## src/rtl/uart_pkg.sv

```systemverilog
// Shared definitions for the UART transmit FIFO and its launch sequencer.
// Sequencer state encoding and the default FIFO depth live here.
package uart_pkg;

  localparam int unsigned DEPTH_LOG2_DEFAULT = 4;

  typedef enum logic [2:0] {
    S_IDLE      = 3'd0,
    S_LAUNCH    = 3'd1,
    S_WAIT_ACT  = 3'd2,
    S_WAIT_DONE = 3'd3,
    S_GAP       = 3'd4
  } seq_state_e;

endpackage : uart_pkg

```

## src/rtl/uart_sync_fifo.sv

```systemverilog
// Single-clock byte FIFO with registered count/full/empty and synchronous flush.
// The head byte is presented combinationally so a pop can capture it at the same edge.
module uart_sync_fifo #(
  parameter int unsigned DEPTH_LOG2 = 4
) (
  input  logic                  clk,
  input  logic                  rst_n,
  input  logic                  wr_en_i,
  input  logic [7:0]            wr_data_i,
  input  logic                  rd_en_i,
  input  logic                  flush_i,
  output logic [7:0]            rd_data_o,
  output logic                  full_o,
  output logic                  empty_o,
  output logic [DEPTH_LOG2:0]   count_o
);

  localparam int unsigned DEPTH = 1 << DEPTH_LOG2;

  localparam logic [DEPTH_LOG2-1:0] PTR_ONE   = {{(DEPTH_LOG2-1){1'b0}}, 1'b1};
  localparam logic [DEPTH_LOG2:0]   CNT_ONE   = {{DEPTH_LOG2{1'b0}}, 1'b1};
  localparam logic [DEPTH_LOG2:0]   CNT_FULL  = {1'b1, {DEPTH_LOG2{1'b0}}};

  logic [7:0]            mem_q [DEPTH];
  logic [DEPTH_LOG2-1:0] wr_ptr_q, wr_ptr_d;
  logic [DEPTH_LOG2-1:0] rd_ptr_q, rd_ptr_d;
  logic [DEPTH_LOG2:0]   count_q,  count_d;
  logic                  full_q,   full_d;
  logic                  empty_q,  empty_d;
  logic                  wr_accept;
  logic                  rd_accept;

  // NOTE: combinational blocks use blocking '=' and assign every output a
  // default first, so no path leaves a signal unassigned and no latch appears.
  always_comb begin
    wr_accept = wr_en_i && !full_q;
    rd_accept = rd_en_i && !empty_q;
    wr_ptr_d  = wr_ptr_q;
    rd_ptr_d  = rd_ptr_q;
    count_d   = count_q;

    if (flush_i) begin
      wr_ptr_d = '0;
      rd_ptr_d = '0;
      count_d  = '0;
    end else begin
      if (wr_accept) wr_ptr_d = wr_ptr_q + PTR_ONE;
      if (rd_accept) rd_ptr_d = rd_ptr_q + PTR_ONE;
      if (wr_accept && !rd_accept) begin
        count_d = count_q + CNT_ONE;
      end else if (!wr_accept && rd_accept) begin
        count_d = count_q - CNT_ONE;
      end
    end

    full_d  = (count_d == CNT_FULL);
    empty_d = (count_d == '0);
  end

  // NOTE: state registers use non-blocking '<=' so every flop samples the
  // pre-edge values regardless of statement order.
  always_ff @(posedge clk) begin
    if (!rst_n) begin
      wr_ptr_q <= '0;
      rd_ptr_q <= '0;
      count_q  <= '0;
      full_q   <= 1'b0;
      empty_q  <= 1'b1;
    end else begin
      wr_ptr_q <= wr_ptr_d;
      rd_ptr_q <= rd_ptr_d;
      count_q  <= count_d;
      full_q   <= full_d;
      empty_q  <= empty_d;
    end
  end

  // NOTE: storage is deliberately not reset; pointers and count define which
  // entries are valid, and leaving the array unreset lets it map onto RAM.
  always_ff @(posedge clk) begin
    if (rst_n && wr_accept && !flush_i) begin
      mem_q[wr_ptr_q] <= wr_data_i;
    end
  end

  assign rd_data_o = mem_q[rd_ptr_q];
  assign full_o    = full_q;
  assign empty_o   = empty_q;
  assign count_o   = count_q;

endmodule : uart_sync_fifo

```

## src/rtl/uart_tx_fifo.sv

```systemverilog
// Byte FIFO plus launch sequencer feeding a UART transmitter one frame at a time.
// Define UART_TX_FIFO_OVF_EN to add the sticky o_overflow flag and its i_ovf_clr input.
module uart_tx_fifo
  import uart_pkg::*;
#(
  parameter int unsigned DEPTH_LOG2 = DEPTH_LOG2_DEFAULT
) (
  input  logic                  i_Clock,
  input  logic                  rst_n,
  input  logic                  i_wr_en,
  input  logic [7:0]            i_wr_data,
  input  logic                  i_flush,
`ifdef UART_TX_FIFO_OVF_EN
  input  logic                  i_ovf_clr,
  output logic                  o_overflow,
`endif
  output logic                  o_full,
  output logic                  o_empty,
  output logic [DEPTH_LOG2:0]   o_count,
  output logic                  o_busy,
  output logic                  o_tx_dv,
  output logic [7:0]            o_tx_byte,
  input  logic                  i_tx_active,
  input  logic                  i_tx_done
);

  seq_state_e  state_q, state_d;
  logic        tx_dv_q;
  logic        busy_q;
  logic [7:0]  tx_byte_q, tx_byte_d;
  logic        pop;
  logic [7:0]  head_byte;
  logic        fifo_full;
  logic        fifo_empty;

  uart_sync_fifo #(
    .DEPTH_LOG2 (DEPTH_LOG2)
  ) u_fifo (
    .clk       (i_Clock),
    .rst_n     (rst_n),
    .wr_en_i   (i_wr_en),
    .wr_data_i (i_wr_data),
    .rd_en_i   (pop),
    .flush_i   (i_flush),
    .rd_data_o (head_byte),
    .full_o    (fifo_full),
    .empty_o   (fifo_empty),
    .count_o   (o_count)
  );

  // The IDLE exit looks at the registered empty flag, so a same-cycle flush
  // cannot cancel a launch that has already been decided.
  always_comb begin
    state_d   = state_q;
    tx_byte_d = tx_byte_q;
    pop       = 1'b0;

    unique case (state_q)
      S_IDLE: begin
        if (!fifo_empty && !i_tx_active) begin
          pop       = 1'b1;
          tx_byte_d = head_byte;
          state_d   = S_LAUNCH;
        end
      end
      S_LAUNCH:    state_d = S_WAIT_ACT;
      S_WAIT_ACT:  if (i_tx_active) state_d = S_WAIT_DONE;
      S_WAIT_DONE: if (i_tx_done)   state_d = S_GAP;
      S_GAP:       if (!i_tx_done)  state_d = S_IDLE;
      default:     state_d = S_IDLE;
    endcase
  end

  always_ff @(posedge i_Clock) begin
    if (!rst_n) begin
      state_q   <= S_IDLE;
      tx_dv_q   <= 1'b0;
      busy_q    <= 1'b0;
      tx_byte_q <= 8'h00;
    end else begin
      state_q   <= state_d;
      tx_dv_q   <= (state_d == S_LAUNCH);
      busy_q    <= (state_d != S_IDLE);
      tx_byte_q <= tx_byte_d;
    end
  end

  assign o_full    = fifo_full;
  assign o_empty   = fifo_empty;
  assign o_busy    = busy_q;
  assign o_tx_dv   = tx_dv_q;
  assign o_tx_byte = tx_byte_q;

`ifdef UART_TX_FIFO_OVF_EN
  logic ovf_q, ovf_d;

  // A dropped write sets the flag even when a clear or flush arrives with it.
  always_comb begin
    ovf_d = ovf_q;
    if (i_wr_en && fifo_full) begin
      ovf_d = 1'b1;
    end else if (i_ovf_clr || i_flush) begin
      ovf_d = 1'b0;
    end
  end

  always_ff @(posedge i_Clock) begin
    if (!rst_n) begin
      ovf_q <= 1'b0;
    end else begin
      ovf_q <= ovf_d;
    end
  end

  assign o_overflow = ovf_q;
`endif

endmodule : uart_tx_fifo
```

## config.mk

```make
export PLATFORM = sky130hd
export DESIGN_NAME = uart_tx_fifo
export DESIGN_NICKNAME = d
export VERILOG_FILES = /design/src/rtl/uart_pkg.sv /design/src/rtl/uart_sync_fifo.sv /design/src/rtl/uart_tx_fifo.sv
export SDC_FILE = /design/constraint.sdc
export NUM_CORES = 1
export LEC_CHECK = 0
export BUFFER_PORTS_ARGS = -buffer_cell sky130_fd_sc_hd__buf_2
export CAP_MARGIN = 20
export CORE_MARGIN = 10
export CORE_UTILIZATION = 60
export CTS_CLUSTER_DIAMETER = 150
export DETAILED_ROUTE_END_ITERATION = 10
export GPL_TIMING_DRIVEN = 0
export PLACE_DENSITY = 0.78
export RECOVER_POWER = 50
export SYNTH_ARGS = -nofsm -noshare
export SYNTH_HDL_FRONTEND = slang
export SYNTH_SLANG_ARGS = --single-unit
```

## constraint.sdc

```tcl
create_clock -name i_Clock -period 2.38 [get_ports i_Clock]
set_input_delay 0.238 -clock i_Clock [delete_from_list [all_inputs] [get_ports i_Clock]]
set_output_delay 0.238 -clock i_Clock [all_outputs]
set_load 0.005 [all_outputs]
```

==> results of run 1 <==
-- timing repair --
| item | in CTS | in global routing |
|---|---|---|
| endpoints found under the hold margin | 1 | 0 |
| resized for setup | 2 | 3 |
| hold buffers | 1 | 0 |
| endpoints found under the setup margin | 5 | 3 |
| cloned | 0 | 0 |
-- sequential cells by signal, indices dropped and copies added, names as in the netlist --
signal / cells
o_busy: 1
o_tx_byte: 8
u_fifo.count_o: 5
o_tx_dv: 1
state_q: 3
u_fifo.rd_ptr_q: 4
u_fifo.empty_o: 1
u_fifo.full_o: 1
u_fifo.wr_ptr_q: 4
u_fifo.mem_q: 128
-- layout make-up --
cell class	instances	area (um^2)
Sequential cell	156	4400
Fill cell	622	2860
Multi-Input combinational cell	184	1650
Clock buffer	18	418
Tap cell	133	166
Clock inverter	14	134
Timing Repair Buffer	31	130
Buffer	16	80.1
Inverter	7	26.3
-- power by group through the flow --
stage | clock [mW] | sequential, mW | combinational (mW)
2_1_floorplan | 0 | 3.04 | 0.0971
3_3_place_gp | 0 | 3.04 | 0.169
3_5_place_dp | 0 | 3.04 | 0.176
4_1_cts | 2.53 | 2.98 | 0.181
5_1_grt | 2.65 | 2.98 | 0.193
6_report | 2.53 | 2.98 | 0.177
-- kinds of logic (layout without fill, tap and decap cells) --
| kind of cell | count (synthesis) | in the layout | share of synthesized area, % |
|---|---|---|---|
| DFF | 156 | 156 | 71.6 |
| xor gates and xnor gates | 10 | 10 | 1.42 |
| and+or+nand+nor | 92 | 92 | 6.97 |
| buffers and inverters | 23 | 86 | 1.63 |
| adders and majority gates | 7 | 7 | 1.42 |
| muxes | 33 | 33 | 11.9 |
| AOI/OAI and AO/OA | 42 | 42 | 5.10 |
-- layout by cell type (no fill, tap or decap), types with 4 or more instances in the layout --
cell type   count
a21oi_1         4
a22o_1         16
buf_2          10
clkbuf_1       31
clkbuf_16      16
clkinvlp_4      4
dfxtp_1        28
edfxtp_1      128
ha_1            7
inv_1           7
inv_6           5
mux4_2         32
nand2_1        24
nand3_1         7
nor2_1         37
nor2b_1         4
o22ai_1        11
xnor2_1         4
xor2_1          6
-- cell usage after synthesis (all sizes together), types with 7 or more instances --
library cell and number:
dfxtp 28, o22ai 11, inv 7, edfxtp 128, nor2 37, nand2 24, a22o 16, ha 7
buf 7, mux4 32, clkbuf 9, nand3 7
-- stage by stage --
step	worst slack [ns]	hold WS (ns)	cell area [um^2]	setup TNS (ns)	utilization, %
global route	0.000220	0.0247	7010	0	71.0
floorplan	0.541	0.337	6150	0	-
CTS	0.0398	0.000213	7030	0	71.3
detailed placement	-0.0344	0.458	6470	-0.0686	65.6
finish	0.138	0.00775	7010	0	71.0
global placement	-0.00973	0.453	6470	-0.0177	65.6
-- how the worst max path moves through the flow --
stage                  startpoint           end  slack (ns)  cells past startpoint
2_1_floorplan  u_fifo.rd_ptr_q[0]  o_tx_byte[0]        0.54                      6
3_3_place_gp   u_fifo.rd_ptr_q[1]  o_tx_byte[6]       -0.01                      6
3_5_place_dp   u_fifo.rd_ptr_q[1]  o_tx_byte[5]       -0.03                      6
4_1_cts        u_fifo.rd_ptr_q[1]  o_tx_byte[5]        0.04                      6
5_1_grt        u_fifo.rd_ptr_q[0]  o_tx_byte[5]      0.0002                      6
6_report       u_fifo.rd_ptr_q[1]  o_tx_byte[5]        0.14                      6
-- per-layer routing --
metal / vias to the layer above / GRT usage (%)
met5: - / 0
met4: 0 / 7.68
met2: 154 / 30.4
met3: 25 / 4.42
met1: 1767 / 22.1
li1: 1516 / -
-- worst reg2reg max path, delay by kind of cell (launching register included) --
kind                   cells  cell delay (ns)
muxes                      1             0.38
AOI/OAI and AO/OA          2             0.40
DFF                        1             0.34
buffers and inverters      2             0.77
and+or+nand+nor            1             0.23
==> results by group, run 1 <==
STA
  • RSZ-0062 raised after global routing: no
  • Maximum clock rate: ~450 MHz
  • Final setup fails: 0
  • Slew Viols, Final: 0
  • Worst Skew: between 0.01 and 0.015 ns
  • Worst slew pin tran: around 0.98 ns
  • Min cycle time layout: about 2.2 ns
  • Final hold viol count: 0
  • Post-route clock period utilization: between 90% and 100%
  • Worst slew margin: between 30% and 40%

Placement
  • Port Buffers: 30
  • Gpl congestion: 0.783
  • DP Wirelength: 7810 um
  • Cell count after placement: approximately 530

Detailed routing
  • Iter 0 DRT Violations: between 200 and 300
  • Drt pass-1 iters: 5
  • Top sig layer: met4
  • Total Routed Length: around 13000 um
  • Via density: 6.19
  • Final ANT Viol Nets: 0
  • WL met2: between 6000 and 7000 um
  • # DRC: 0
  • Routed len/inst: 23.4 um
  • Routed wl met3: about 970 um
  • Met1 wire length: 5120 um
  • Vias: 3462

Synthesis
  • Mapped Cells: roughly 360
  • EDFF count, synth: 128
  • Area leader, netlist: edfxtp_1
  • Average size of a mapped cell: about 17 um^2
  • #FFs+latches synth: between 150 and 200
  • Distinct cells, synth: 41
  • YS warnings: 0
  • Ys flop type: edfxtp_1
  • Synth Net Count: 384
  • Post-synth top area share: ~62%
  • Top cells by area, synth: edfxtp_1, mux4_2, dfxtp_1, a22o_1, nor2_1
  • Post-synth ARST share: 0%
  • Syn Std Cell Area: just over 6000 um^2
  • Sequential share of the synthesized area: just over 70%

Critical path
  • Startpoint types: register
  • Reg2Reg Depth: 6
  • Slowest CP cell: clkbuf_2
  • Required time of the critical path: 2.78 ns
  • Capture point of the worst reg-to-reg path: o_tx_byte[5]
  • Cell Chain, Critical Path: clkbuf_1 -> clkbuf_2 -> mux4_2 -> a22o_1 -> nor2_1 -> o22ai_1
  • Crit end category: register
  • WP buf/inv: 2
  • Max incr delay on CP: around 0.42 ns
  • Critical path arrival: between 2 and 3 ns
  • Critical path type: register to register
  • CP top delay family: buffers and inverters
  • R2R setup slack: 0.14 ns
  • Reg-to-reg startpoint: u_fifo.rd_ptr_q[1]
  • Critical path peak fanout: 10

Power
  • Pint: 4.44 mW
  • Clock network fraction of total power: 44.4%
  • Comb pwr share: just over 3%
  • Flop pwr share: 52.4%
  • Leak: 2.26 nW
  • Design Power: 5.68 mW
  • Power per cell area: 811 nW/um^2
  • Max IR drop VDD: between 0.6 and 0.7 mV
  • Net Switching: roughly 1.2 mW
  • Sw Share: a little over a fifth

Flow run
  • Max Cap Viol: 0

Clock network
  • CTS sink cnt: ~160
  • Later-pin clock latency in the skew report: between 0.5 and 0.6 ns
  • Num CTS Buffers: 17
  • Clk slew on worst S/H paths: about 0.07 ns
  • Postcts setup bufs: 0
  • Buffer type at the clock tree root: clkbuf_8
  • CTS tree: built
  • Max clock buf depth: 2
  • H-tree depth: 4

Global routing
  • Vias in the first global route: around 3.5k
  • Global-route wire length before repair: roughly 20000 um
  • Initial antenna violation count: 0
  • Largest net degree at the start of global routing: 17
  • Grt ovf: 0
  • GRT Total Usage: between 10% and 20%

Floorplanning
  • I/O pin count: 31
  • Core outline area: between 9000 and 10000 um^2
  • Die area: around 15000 um^2
  • Die width: between 100 and 150 um
  • Die Y: roughly 120 um
  • Starting density of the core: 62.4%
  • FP Rows: 36

Hold path
  • Worst hold path depth: 2
  • HP Start: i_tx_done
  • Hold Path Sink: state_q[2]
  • Hold WC Path Type: input pin to register

Layout
  • Antenna diodes: 0
  • Synth-to-Final Area Change: 13.9%
  • Layout cells sized above 1: between 10% and 20%
  • Cell Count, Final, Fillers Out: about 560
  • Nets@finish: about 430

Status
  • Status: complete, no violations
(Power assumes the default switching activity.)
==> inputs of run 2 (changes only) <==
--- a/config.mk
+++ b/config.mk
@@ -11,7 +11,6 @@
 export CORE_UTILIZATION = 60
 export CTS_CLUSTER_DIAMETER = 150
 export DETAILED_ROUTE_END_ITERATION = 10
-export GPL_TIMING_DRIVEN = 0
 export PLACE_DENSITY = 0.78
 export RECOVER_POWER = 50
 export SYNTH_ARGS = -nofsm -noshare
==> run 2 against run 1 <==
Cell area increased by 1.9%. Non-clock buffer count rose by 6. Critical endpoint is now u_fifo.mem_q[7][6]. Die area unchanged. Wire length decreased by 7.0%. Worst hold slack improved by 0.015 ns. Sequential power about the same. Utilization rose by 1.3 points. Via count is 1.7% lower. Register-to-register slack better by 0.35 ns. Setup slack gained 0.35 ns.
==> results by group, run 2 (synthesis results as in run 1) <==
STA
  • Final setup fails: 0 (unchanged)
  • Worst Skew: 0.0116 ns (was 0.0135 ns)
  • Min cycle time layout: 1.89 ns (was 2.24 ns)
  • Hold Slack: 0.0230 ns (was 0.00775 ns)
  • Maximum clock rate: 529 MHz (was 446 MHz)
  • Worst slew pin tran: 0.691 ns (was 0.977 ns)
  • Slew Viols, Final: 0 (unchanged)
  • Sum of negative setup slack: 0 ns (unchanged)
  • Post-route clock period utilization: 79.5% (was 94.2%)
  • Final hold viol count: 0 (unchanged)
  • Final setup margin: 0.489 ns (was 0.138 ns)
  • RSZ-0062 raised after global routing: no (unchanged)
  • Worst slew margin: 53.8% (was 34.6%)

Layout
  • Top reg by flops: u_fifo.mem_q (unchanged)
  • Max reg flops: 128 (unchanged)
  • Commonest non-fill, non-tap cell in the layout: edfxtp_1 (unchanged)
  • Post-layout util: 72.4% (was 71.0%)
  • Nets@finish: 440 (was 434)
  • Antenna diodes: 0 (unchanged)
  • Synth-to-Final Area Change: 16.0% (was 13.9%)
  • FF/Latch Area: 4410 um^2 (was 4400 um^2)
  • Layout cells sized above 1: 22.0% (was 19.2%)
  • Area of the multi-input gates: 1650 um^2 (unchanged)
  • Fillers: 602 (was 622)
  • Most frequent cells in the layout: edfxtp_1, nor2_1, mux4_2, dfxtp_1, clkbuf_1 (was edfxtp_1, nor2_1, mux4_2, clkbuf_1, dfxtp_1)

Floorplanning
  • Die Y: 121 um (unchanged)
  • Core outline area: 9860 um^2 (unchanged)
  • I/O pin count: 31 (unchanged)
  • Die width: 121 um (unchanged)
  • Starting density of the core: 62.4% (unchanged)
  • Die area: 14700 um^2 (unchanged)
  • FP Rows: 36 (unchanged)

Power
  • Comb pwr share: 3.1% (about the same)
  • Pint: 4.47 mW (was 4.44 mW)
  • Sw Share: 21.5% (was 21.9%)
  • Leak: 2.33 nW (was 2.26 nW)
  • Flop pwr share: 52.3% (was 52.4%)
  • Clock network fraction of total power: 44.6% (was 44.4%)
  • Net Switching: 1.23 mW (was 1.25 mW)
  • Power per cell area: 798 nW/um^2 (was 811 nW/um^2)
  • Max IR drop VDD: 0.600 mV (was 0.601 mV)

Detailed routing
  • Routed len/inst: 21.5 um (was 23.4 um)
  • Via density: 6.02 (was 6.19)
  • Vias: 3404 (was 3462)
  • Routed wl met3: 998 um (was 974 um)
  • Final ANT Viol Nets: 0 (unchanged)
  • WL met2: 5860 um (was 6680 um)
  • Met1 wire length: 5130 um (was 5120 um)
  • Total Routed Length: 12200 um (was 13100 um)
  • # DRC: 0 (unchanged)
  • Top sig layer: met4 (unchanged)
  • Iter 0 DRT Violations: 375 (was 297)
  • Drt pass-1 iters: 5 (unchanged)

Clock network
  • Num CTS Buffers: 17 (unchanged)
  • Clk slew on worst S/H paths: 0.07 ns (about the same)
  • H-tree depth: 4 (unchanged)
  • Later-pin clock latency in the skew report: 0.52 ns (was 0.53 ns)
  • Max clock buf depth: 2 (unchanged)
  • Postcts setup bufs: 0 (unchanged)
  • Buffer type at the clock tree root: clkbuf_8 (unchanged)
  • CTS tree: built (unchanged)
  • CTS sink cnt: 156 (unchanged)

Global routing
  • Initial antenna violation count: 0 (unchanged)
  • GRT Total Usage: 17.3% (was 18.2%)
  • Grt ovf: 0 (unchanged)
  • Global-route wire length before repair: 19500 um (was 19800 um)
  • Largest net degree at the start of global routing: 36 (was 17)
  • Vias in the first global route: 3490 (was 3529)

Critical path
  • Critical path arrival: 2.11 ns (was 2.65 ns)
  • Critical path type: register to register (unchanged)
  • Required time of the critical path: 2.60 ns (was 2.78 ns)
  • Startpoint types: register (unchanged)
  • Critical path peak fanout: 8 (was 10)
  • Crit end category: register (unchanged)

Flow run
  • Max Cap Viol: 0 (unchanged)

Placement
  • Placement Setup Slack: 0.505 ns (was -0.0344 ns)
  • Port Buffers: 30 (unchanged)
  • Gpl congestion: 0.818 (was 0.783)
  • DP Wirelength: 7720 um (was 7810 um)

Status
  • Status: complete, no violations (unchanged)

Hold path
  • Hold WC Path Type: input pin to register (unchanged)
run 2: power by group through the flow:
stage / registers (mW) / logic (mW) / clock network (mW)
6_report: 2.98 / 0.176 / 2.54
5_1_grt: 2.98 / 0.196 / 2.67
4_1_cts: 2.98 / 0.182 / 2.56
3_5_place_dp: 3.04 / 0.178 / 0
3_3_place_gp: 3.04 / 0.170 / 0
2_1_floorplan: 3.04 / 0.0971 / 0
run 2: path summary, 6_finish.rpt:
kind | from | endpoint | slack (ns) | depth (start not counted)
worst max register to register | u_fifo.full_o | u_fifo.mem_q[7][6] | 0.49 | 5
worst min register to register | o_tx_byte[1] | o_tx_byte[1] | 0.47 | 2
worst min-delay path | i_flush | u_fifo.empty_o | 0.02 | 3
worst max-delay path | u_fifo.full_o | u_fifo.mem_q[7][6] | 0.49 | 5
run 2: critical path, cell delays in order, from the launching register on:
cell and delay (ns):
dfxtp_1 0.33, nor2b_1 0.36, clkbuf_1 0.31, nand2_1 0.22, nor2_1 0.16, buf_4 0.20
run 2: cell type report:
type	count	area share, %
well taps	133	2.33
clock inverters	13	1.82
flip-flops and latches	156	61.7
clock buffers	19	6.05
repair buffers	53	4.61
inverters	7	0.368
multi-input cells	184	23.1
run 2: metrics by stage:
step | cell area, um^2 | cells | power [mW]
2_1_floorplan | 6150 | 363 | 3.14
3_3_place_gp | 6600 | 532 | 3.21
3_5_place_dp | 6600 | 532 | 3.22
4_1_cts | 7170 | 565 | 5.72
5_1_grt | 7140 | 565 | 5.85
6_report | 7140 | 565 | 5.70
run 2: repair_timing:
| item | in CTS | in global routing |
|---|---|---|
| hold buffers | 1 | 0 |
| resized for setup | 0 | 0 |
| hold endpoints to repair | 1 | 0 |
run 2: per-layer routing:
metal,global-route usage (%),vias to the layer above
met4,5.14,0
met1,22.4,1697
li1,-,1532
met3,5.63,22
met5,0,-
met2,27.6,153
==> inputs of run 3 (changes only) <==
==> constraint.sdc (replaced) <==
create_clock -name i_Clock -period 1.8 [get_ports i_Clock]
set_input_delay 0.18 -clock i_Clock [delete_from_list [all_inputs] [get_ports i_Clock]]
set_output_delay 0.18 -clock i_Clock [all_outputs]
set_load 0.005 [all_outputs]
==> run 3 against run 2 <==
Fmax up 4.2%. The run now ends with negative setup slack left. Die area stayed put. Power is 35% higher.
==> results by group, run 3 (synthesis results as in run 1) <==
Status
  • Status: finished with violations (was complete, no violations)
  • Failing checks: negative setup slack

Detailed routing
  • Iter 0 DRT Violations: 310 (was 375)
  • Total Routed Length: 13000 um (was 12200 um)
  • # DRC: 0 (unchanged)
  • Drt pass-1 iters: 5 (unchanged)
  • Routed len/inst: 22.5 um (was 21.5 um)
  • Final ANT Viol Nets: 0 (unchanged)
  • Via density: 6.07 (was 6.02)
  • Vias: 3522 (was 3404)

Critical path
  • Required time of the critical path: 2.22 ns (was 2.60 ns)
  • Crit end category: register (unchanged)
  • Startpoint types: register (unchanged)
  • Critical path arrival: 2.24 ns (was 2.11 ns)
  • Critical path type: register to register (unchanged)
  • Critical path peak fanout: 5 (was 8)

Floorplanning
  • Starting density of the core: 62.4% (unchanged)
  • Core outline area: 9860 um^2 (unchanged)
  • I/O pin count: 31 (unchanged)
  • Die Y: 121 um (unchanged)
  • Die width: 121 um (unchanged)
  • FP Rows: 36 (unchanged)
  • Die area: 14700 um^2 (unchanged)

Layout
  • Top reg by flops: u_fifo.mem_q (unchanged)
  • Antenna diodes: 0 (unchanged)
  • Nets@finish: 455 (was 440)
  • Max reg flops: 128 (unchanged)
  • Commonest non-fill, non-tap cell in the layout: edfxtp_1 (unchanged)
  • Synth-to-Final Area Change: 19.8% (was 16.0%)
  • Final instance area: 7370 um^2 (was 7140 um^2)
  • Layout cells sized above 1: 30.6% (was 22.0%)
  • Most frequent cells in the layout: edfxtp_1, nor2_1, mux4_2, buf_4, dfxtp_1 (was edfxtp_1, nor2_1, mux4_2, dfxtp_1, clkbuf_1)
  • Fillers: 576 (was 602)

STA
  • Worst slew pin tran: 0.700 ns (was 0.691 ns)
  • Final setup margin: -0.0157 ns (was 0.489 ns)
  • Maximum clock rate: 551 MHz (was 529 MHz)
  • Worst Skew: 0.0143 ns (was 0.0116 ns)
  • Final hold viol count: 0 (unchanged)
  • Final setup fails: 2 (was 0)
  • Sum of negative setup slack: -0.0231 ns (was 0 ns)
  • RSZ-0062 raised after global routing: yes (was no)
  • Worst slew margin: 53.3% (was 53.8%)
  • Slew Viols, Final: 0 (unchanged)
  • Min cycle time layout: 1.82 ns (was 1.89 ns)
  • Post-route clock period utilization: 101% (was 79.5%)

Global routing
  • Largest net degree at the start of global routing: 23 (was 36)
  • GRT Total Usage: 17.6% (was 17.3%)
  • Initial antenna violation count: 0 (unchanged)
  • Vias in the first global route: 3558 (was 3490)
  • Grt ovf: 0 (unchanged)
  • Global-route wire length before repair: 19600 um (was 19500 um)

Power
  • Pint: 5.96 mW (was 4.47 mW)
  • Power per cell area: 1050 nW/um^2 (was 798 nW/um^2)
  • Comb pwr share: 3.5% (was 3.1%)
  • Sw Share: 22.8% (was 21.5%)
  • Clock network fraction of total power: 45.4% (was 44.6%)
  • Leak: 2.51 nW (was 2.33 nW)
  • Max IR drop VDD: 0.721 mV (was 0.600 mV)
  • Flop pwr share: 51.1% (was 52.3%)
  • Net Switching: 1.76 mW (was 1.23 mW)

Clock network
  • Num CTS Buffers: 17 (unchanged)
  • Later-pin clock latency in the skew report: 0.52 ns (about the same)
  • CTS sink cnt: 156 (unchanged)
  • H-tree depth: 4 (unchanged)
  • Buffer type at the clock tree root: clkbuf_8 (unchanged)
  • CTS tree: built (unchanged)
  • Max clock buf depth: 2 (unchanged)
  • Clk slew on worst S/H paths: 0.07 ns (about the same)

Placement
  • Post-DP Area: 6670 um^2 (was 6600 um^2)
  • DP Wirelength: 8050 um (was 7720 um)
  • Gpl congestion: 0.840 (was 0.818)
  • Port Buffers: 30 (unchanged)

Flow run
  • Max Cap Viol: 0 (unchanged)

Hold path
  • Hold WC Path Type: input pin to register (unchanged)
-- run 3: cell count changes in the layout (fill, tap and decap cells not counted), sizes merged --
| cell | delta |
|---|---|
| clkbuf | -18 |
| dlygate4sd3 | +1 |
| buf | +30 |
| inv | +3 |
| clkinvlp | -2 |
| clkinv | +1 |
-- run 3: path summary, 6_finish.rpt --
path	from	endpoint	slack (ns)	cells past startpoint
worst min register to register	o_tx_byte[2]	o_tx_byte[2]	0.48	2
worst min-delay path	rst_n	u_fifo.empty_o	0.09	3
worst max register to register	state_q[0]	u_fifo.full_o	-0.02	5
worst max-delay path	state_q[0]	u_fifo.full_o	-0.02	5
-- run 3: final cells by class --
| cell class | count | area (um^2) | share of cell area, % |
|---|---|---|---|
| sequential | 156 | 4410 | 59.8 |
| multi-input combinational | 184 | 1690 | 23.0 |
| timing repair buffer | 68 | 484 | 6.57 |
| clock buffer | 17 | 414 | 5.62 |
| clock inverter | 15 | 176 | 2.39 |
| tap | 133 | 166 | 2.26 |
| inverter | 7 | 26.3 | 0.356 |
-- run 3: layer usage --
metal | global-route usage [%] | wire [um]
met1 | 21.0 | 5130
met2 | 28.9 | 6710
met3 | 6.33 | 929
met4 | 6.48 | 259
met5 | 0 | 0
-- run 3: timing repair --
item                                   4_1_cts  5_1_grt
resized for setup                            4       11
pin swaps                                    3        5
setup endpoints to repair                    4        8
setup buffers                                2        0
gates cloned                                 0        1
hold buffers                                 2        0
endpoints found under the hold margin        2        0
-- run 3: per-stage QoR --
stage	power (mW)	util, %	instances	worst slack [ns]	hold slack (ns)
5_1_grt	7.93	74.7	580	-0.0904	0.101
4_1_cts	7.73	74.1	579	-0.00583	0.0161
2_1_floorplan	4.15	-	363	0.0163	0.279
3_5_place_dp	4.26	67.6	543	-0.0354	0.463
3_3_place_gp	4.25	67.6	543	0.0680	0.454
6_report	7.72	74.7	580	-0.0157	0.0868
-- run 3: power groups by stage --
stage	logic, mW	registers [mW]	clock network [mW]
finish	0.269	3.94	3.51
detailed placement	0.245	4.02	0
global route	0.296	3.94	3.69
global placement	0.235	4.02	0
CTS	0.261	3.94	3.53
floorplan	0.129	4.02	0
-- run 3: worst max-delay path: stages, from the launching register on --
cell and delay [ns]:
dfxtp_2 0.34, or4_4 0.58, o21ai_4 0.20, and4_1 0.22
o211ai_1 0.14, nor4_2 0.24
